[src/rtl/aud_pkg.sv]
// Shared types and constants for the audio record/playback sequencer.
package aud_pkg;

   // Fixed state encodings; o_state exposes these to the display logic.
   localparam logic [2:0] ST_IDLE       = 3'd0;
   localparam logic [2:0] ST_ARM_REC    = 3'd1;
   localparam logic [2:0] ST_REC        = 3'd2;
   localparam logic [2:0] ST_REC_PAUSE  = 3'd3;
   localparam logic [2:0] ST_ARM_PLAY   = 3'd4;
   localparam logic [2:0] ST_PLAY       = 3'd5;
   localparam logic [2:0] ST_PLAY_PAUSE = 3'd6;

   typedef enum logic [2:0] {
      S_IDLE       = ST_IDLE,
      S_ARM_REC    = ST_ARM_REC,
      S_REC        = ST_REC,
      S_REC_PAUSE  = ST_REC_PAUSE,
      S_ARM_PLAY   = ST_ARM_PLAY,
      S_PLAY       = ST_PLAY,
      S_PLAY_PAUSE = ST_PLAY_PAUSE
   } state_t;

   localparam logic [2:0] SPD_1X  = 3'd3;
   localparam logic [2:0] SPD_MAX = 3'd6;
   localparam logic [2:0] SPD_MIN = 3'd0;

   typedef struct packed {
      logic stop;
      logic pause;
      logic rec;
      logic play;
   } cmd_t;

endpackage

[src/rtl/aud_key_pri.sv]
// Priority encoder of the four transport keys into a one-hot command.
module aud_key_pri
   import aud_pkg::*;
(
   input  logic rec,
   input  logic play,
   input  logic pause,
   input  logic stop,
   output cmd_t cmd
);

   always_comb begin
      cmd = '0;
      if (stop)       cmd.stop  = 1'b1;
      else if (pause) cmd.pause = 1'b1;
      else if (rec)   cmd.rec   = 1'b1;
      else if (play)  cmd.play  = 1'b1;
   end

endmodule

[src/rtl/aud_ctrl.sv]
// Record/playback sequencer: key pulses to recorder/AudDSP commands, SRAM bus
// ownership, recorded end address, and playback speed/interpolation settings.
module aud_ctrl
   import aud_pkg::*;
#(
   parameter int unsigned          ADDR_W   = 20,
   parameter logic [ADDR_W-1:0]    MAX_ADDR = '1,
   parameter int unsigned          SPD_W    = 3
) (
   input  logic              i_clk,
   input  logic              i_rst,
   input  logic              i_key_rec,
   input  logic              i_key_play,
   input  logic              i_key_pause,
   input  logic              i_key_stop,
   input  logic              i_spd_up,
   input  logic              i_spd_dn,
   input  logic              i_mode_tgl,
   input  logic [ADDR_W-1:0] i_rec_addr,
   input  logic [ADDR_W-1:0] i_dsp_addr,
   output logic              o_rec_start,
   output logic              o_rec_pause,
   output logic              o_rec_stop,
   output logic              o_dsp_start,
   output logic              o_dsp_pause,
   output logic              o_dsp_stop,
   output logic [SPD_W-1:0]  o_dsp_speed,
   output logic              o_dsp_interp,
   output logic              o_sram_sel,
   output logic              o_sram_we_n,
   output logic [ADDR_W-1:0] o_end_addr,
   output logic [2:0]        o_state
);

   state_t state;
   cmd_t   cmd;
   logic   rec_end;
   logic   play_end;

   aud_key_pri u_key_pri (
      .rec   (i_key_rec),
      .play  (i_key_play),
      .pause (i_key_pause),
      .stop  (i_key_stop),
      .cmd   (cmd)
   );

   // Memory-full and end-of-recording limits only apply while actively running.
   assign rec_end  = cmd.stop || (state == S_REC  && i_rec_addr == MAX_ADDR);
   assign play_end = cmd.stop || (state == S_PLAY && i_dsp_addr >= o_end_addr);
   assign o_state  = state;

   always_ff @(posedge i_clk or posedge i_rst) begin
      if (i_rst) begin
         state       <= S_IDLE;
         o_rec_start <= 1'b0;
         o_rec_pause <= 1'b0;
         o_rec_stop  <= 1'b0;
         o_dsp_start <= 1'b0;
         o_dsp_pause <= 1'b0;
         o_dsp_stop  <= 1'b0;
         o_sram_sel  <= 1'b0;
         o_sram_we_n <= 1'b1;
         o_end_addr  <= '0;
      end else begin
         o_rec_start <= 1'b0;
         o_rec_pause <= 1'b0;
         o_rec_stop  <= 1'b0;
         o_dsp_start <= 1'b0;
         o_dsp_pause <= 1'b0;
         o_dsp_stop  <= 1'b0;
         case (state)
            S_IDLE: begin
               if (cmd.rec) begin
                  state      <= S_ARM_REC;
                  o_sram_sel <= 1'b1;
               end else if (cmd.play && o_end_addr != '0) begin
                  state      <= S_ARM_PLAY;
                  o_sram_sel <= 1'b0;
               end
            end
            // Bus already switched to the recorder; write enable follows a cycle later.
            S_ARM_REC: begin
               if (cmd.stop) begin
                  state      <= S_IDLE;
                  o_sram_sel <= 1'b0;
               end else begin
                  state       <= S_REC;
                  o_rec_start <= 1'b1;
                  o_sram_we_n <= 1'b0;
               end
            end
            S_ARM_PLAY: begin
               if (cmd.stop) begin
                  state      <= S_IDLE;
                  o_sram_sel <= 1'b0;
               end else begin
                  state       <= S_PLAY;
                  o_dsp_start <= 1'b1;
               end
            end
            S_REC, S_REC_PAUSE: begin
               if (rec_end) begin
                  state       <= S_IDLE;
                  o_rec_stop  <= 1'b1;
                  o_end_addr  <= i_rec_addr;
                  o_sram_we_n <= 1'b1;
                  o_sram_sel  <= 1'b0;
               end else if (state == S_REC && cmd.pause) begin
                  state       <= S_REC_PAUSE;
                  o_rec_pause <= 1'b1;
                  o_sram_we_n <= 1'b1;
               end else if (state == S_REC_PAUSE && (cmd.pause || cmd.rec)) begin
                  state       <= S_REC;
                  o_rec_start <= 1'b1;
                  o_sram_we_n <= 1'b0;
               end
            end
            S_PLAY, S_PLAY_PAUSE: begin
               if (play_end) begin
                  state      <= S_IDLE;
                  o_dsp_stop <= 1'b1;
               end else if (state == S_PLAY && cmd.pause) begin
                  state       <= S_PLAY_PAUSE;
                  o_dsp_pause <= 1'b1;
               end else if (state == S_PLAY_PAUSE && (cmd.pause || cmd.play)) begin
                  state       <= S_PLAY;
                  o_dsp_start <= 1'b1;
               end
            end
            default: begin
               state       <= S_IDLE;
               o_sram_sel  <= 1'b0;
               o_sram_we_n <= 1'b1;
            end
         endcase
      end
   end

   always_ff @(posedge i_clk or posedge i_rst) begin
      if (i_rst) begin
         o_dsp_speed  <= SPD_W'(SPD_1X);
         o_dsp_interp <= 1'b0;
      end else begin
         if (i_spd_up && !i_spd_dn && o_dsp_speed != SPD_W'(SPD_MAX))
            o_dsp_speed <= o_dsp_speed + 1'b1;
         else if (i_spd_dn && !i_spd_up && o_dsp_speed != SPD_W'(SPD_MIN))
            o_dsp_speed <= o_dsp_speed - 1'b1;
         if (i_mode_tgl)
            o_dsp_interp <= ~o_dsp_interp;
      end
   end

endmodule

[config.mk]
export PLATFORM = sky130hd
export DESIGN_NAME = aud_ctrl
export DESIGN_NICKNAME = d
export VERILOG_FILES = /design/src/rtl/aud_pkg.sv /design/src/rtl/aud_key_pri.sv /design/src/rtl/aud_ctrl.sv
export SDC_FILE = /design/constraint.sdc
export NUM_CORES = 1
export LEC_CHECK = 0
export ABC_AREA = 1
export BUFFER_PORTS_ARGS = -buffer_cell sky130_fd_sc_hd__buf_4
export CORE_UTILIZATION = 50
export CTS_CLUSTER_DIAMETER = 120
export DETAILED_ROUTE_END_ITERATION = 6
export PLACE_DENSITY = 0.81
export SYNTH_ARGS = -nofsm -noshare
export SYNTH_HDL_FRONTEND = slang
export SYNTH_SLANG_ARGS = --single-unit
[constraint.sdc]
create_clock -name i_clk -period 1.9 [get_ports i_clk]
set_input_delay 0 -clock i_clk [delete_from_list [all_inputs] [get_ports i_clk]]
set_output_delay 0 -clock i_clk [all_outputs]
set_load 0.05 [all_outputs]
==> results.cfg <==
[synthesis]
yosysWarnings = 0
synthCells = 307
synth_top_area_cell = dfrtp_1
synth.distinct_cells = 31
synthTopCellsByArea = dfrtp_1 (35%), nand2_1 (12%), ha_1 (11%)
synth_top_area_frac = 0.346
post-synth-top-count-cell = nand2_1
synth-edff-count = 0
yosysSeqAreaShare = 0.380
synth-main-ff-cell = dfrtp_1
ys_async_sr_fraction = 1.00
ys_ff_latch = 35
syn_area_um2 = 2320
synth.net_count = 377
yosys-top-cells-count = nand2_1 (76), inv_1 (58), dfrtp_1 (32)
syn_avg_cell_area_um2 = 7.55

[drt]
via_per_inst = 5.12
drtIter0Drc = 84
postRouteAntennaNets = 0
firstDrtPassIters = 4
num_vias = 2463
post_drt_wl_per_cell_um = 14.2
routed_wl_mm = 6.84
drcViolationCount = 0

[sta]
finClkSkew_ns = 0.00485
min_period_ns = 1.97
setup_viol = 3
rsz0062_at_grt = yes
finalSetupTns_ns = -0.115
maxSlewHeadroom = 0.696
hold_viol = 0
finalWorstSetupSlack_ns = -0.0704
fmax_ghz = 0.508
period_share = 1.04
final_max_slew_viol_count = 0
tightest_slew_ns = 0.456

[layout]
fillers = 301
finalNonFillerCells = 481
nets = 498
multi_input_area_um2 = 1270
synthToLayoutAreaGrowth_pct = 51.5
seqCellArea_um2 = 903
antennaDiodeCount = 0
finalInstanceArea_um2 = 3510
layout-drive-gt1-share = 0.417

[critical_path]
crit_fanout = 4
critPathBufInv = 2
crit_required_ns = 2.08
cpPeakStageDelay_ns = 0.37
worstSetupEndpointType = flip-flop
critical_path_class = flip-flop to flip-flop
slowest_stage = dfrtp_2
crit_path_cell_trace = inv_1, ha_4, nand2_2, nor2_2, nand2_1, nor2_1, nand2_1, nand4_1, nand2_2, buf_4, nand3_1, nand2_1, nor2_1, nor2_1
cp.arrival_ns = 2.15
start_kind = flip-flop
cp_top_family = simple AND/OR/NAND/NOR gates

[global_route]
antenna_found_initial = 0
grt_pass1_wl_mm = 10.6
grt_pass1_vias = 2322
overflow = 0
track_usage = 0.279
grt_max_degree = 36

[power]
leakagePower_nw = 1.83
ir_worst_vdd_mv = 0.853
finalPower_w = 0.00566
p_per_area_nw_per_um2 = 1610

[min_path]
min_path_type = input port to flip-flop

[place]
dp.cells = 442
place_area_um2 = 3020
gp_congestion = 0.864
dp_hpwl_mm = 4.56
port_buffers = 83

[floorplan]
io_pins = 84
die_area_um2 = 4910
initial_core_util = 0.525
core_um2 = 4410
fp.dieH_um = 70.1
die_w_um = 70.1
num_rows = 24

[clocking]
clk_latency_ns = 0.29
cts_buffer_depth = 2
htree_levels = 2
cts_tree = yes
cts.sink_count = 35
root_buffer = clkbuf_8
clk_pin_slew_worst_paths_ns = 0.07
cts_buffers = 5

[flow_run]
drv_cap = 0

[run_status]
violations = negative setup slack
status = complete, but fails checks
registers in the layout, summed over array words and instances (netlist names):
register / count
o_dsp_interp: 1
o_dsp_pause: 1
o_dsp_speed: 3
o_dsp_start: 1
o_dsp_stop: 1
o_end_addr: 20
o_rec_pause: 1
o_rec_start: 1
o_rec_stop: 1
o_sram_sel: 1
o_sram_we_n: 1
o_state: 3
where the power goes:
| part | switching (W) | internal [W] | total (W) | leakage, nW |
|---|---|---|---|---|
| sequential | 0.000314 | 0.00113 | 0.00144 | 0.413 |
| clock | 0.000269 | 0.000292 | 0.000562 | 0.0482 |
| combinational | 0.00235 | 0.00131 | 0.00366 | 1.37 |
worst reg2reg max path: cells and delay by family (launching register included):
family	cells	cell delay (ns)
simple gates	11	0.99
flops	1	0.37
fa+ha+maj	1	0.28
buf+inv	2	0.22
timing repair:
action,4_1_cts,5_1_grt
pin swaps,7,12
setup endpoints to repair,2,10
setup buffers,4,6
hold buffers,21,0
gates resized for setup,11,17
endpoints found under the hold margin,52,0
stage by stage:
stage	hold slack [ns]	util	worst slack, ns
after global placement	0.131	0.684	0.0571
after detailed placement	0.140	0.684	-0.0430
after global routing	0.0276	0.795	-0.216
final	0.0112	0.795	-0.0704
after floorplan	0.0871	-	0.0109
after CTS	0.00546	0.765	0.000744
layer usage:
layer / up-vias / global-route usage / wire length (µm)
met5: - / 0 / 0
met4: 0 / 0.113 / 207
li1: 1206 / - / -
met3: 23 / 0.0577 / 347
met2: 92 / 0.473 / 3520
met1: 1142 / 0.345 / 2770
cells by family after synthesis:
logic type | Yosys count | share of synthesized area
and+or+nand+nor | 142 | 0.268
buffers and inverters | 67 | 0.119
AOI/OAI and AO/OA | 38 | 0.100
DFF | 35 | 0.380
adders and majority gates | 21 | 0.117
xor gates and xnor gates | 3 | 0.0113
muxes | 1 | 0.00432
worst paths after layout:
check                      cells past startpoint                        from                       end  slack, ns
hold / removal                                 3                   i_key_rec    o_sram_sel$_DFFE_PP0P_       0.01
setup reg to reg                              14  o_end_addr[19]$_DFFE_PP0P_    o_state[2]$_DFFE_PP0P_      -0.07
max in group asynchronous                      4                       i_rst   o_sram_we_n$_DFFE_PP1P_       1.17
hold reg to reg                                1    o_dsp_interp$_DFFE_PP0P_  o_dsp_interp$_DFFE_PP0P_       0.47
min in group asynchronous                      4                       i_rst      o_rec_stop$_DFF_PP0_       0.38
setup / recovery                              14  o_end_addr[19]$_DFFE_PP0P_    o_state[2]$_DFFE_PP0P_      -0.07
cell type report:
class / instances / share of cell area
flip-flops and latches: 35 / 0.257
repair buffers: 118 / 0.267
multi-input cells: 205 / 0.363
clock buffers: 7 / 0.0246
inverters: 63 / 0.0681
clock inverters: 1 / 0.00143
well taps: 52 / 0.0185
layout by cell type, fill, tap and decap left out, types with 3 or more instances in the layout:
master          n
a21oi_1         8
clkbuf_8        6
dlygate4sd3_1  21
dfrtp_1        13
nor4_1          5
buf_4          97
dfrtp_2        19
nand2_2        11
o21ai_2         9
ha_1           14
nand4_1         8
o21ai_1        10
ha_4            6
nor3_1          5
dfstp_2         3
inv_2          12
nand2_1        69
xor2_1          3
nor2_2          9
o21ai_0         6
inv_1          50
nor2_1         25
nand3_1         5
Note: power is estimated with default switching activity, not from simulation.
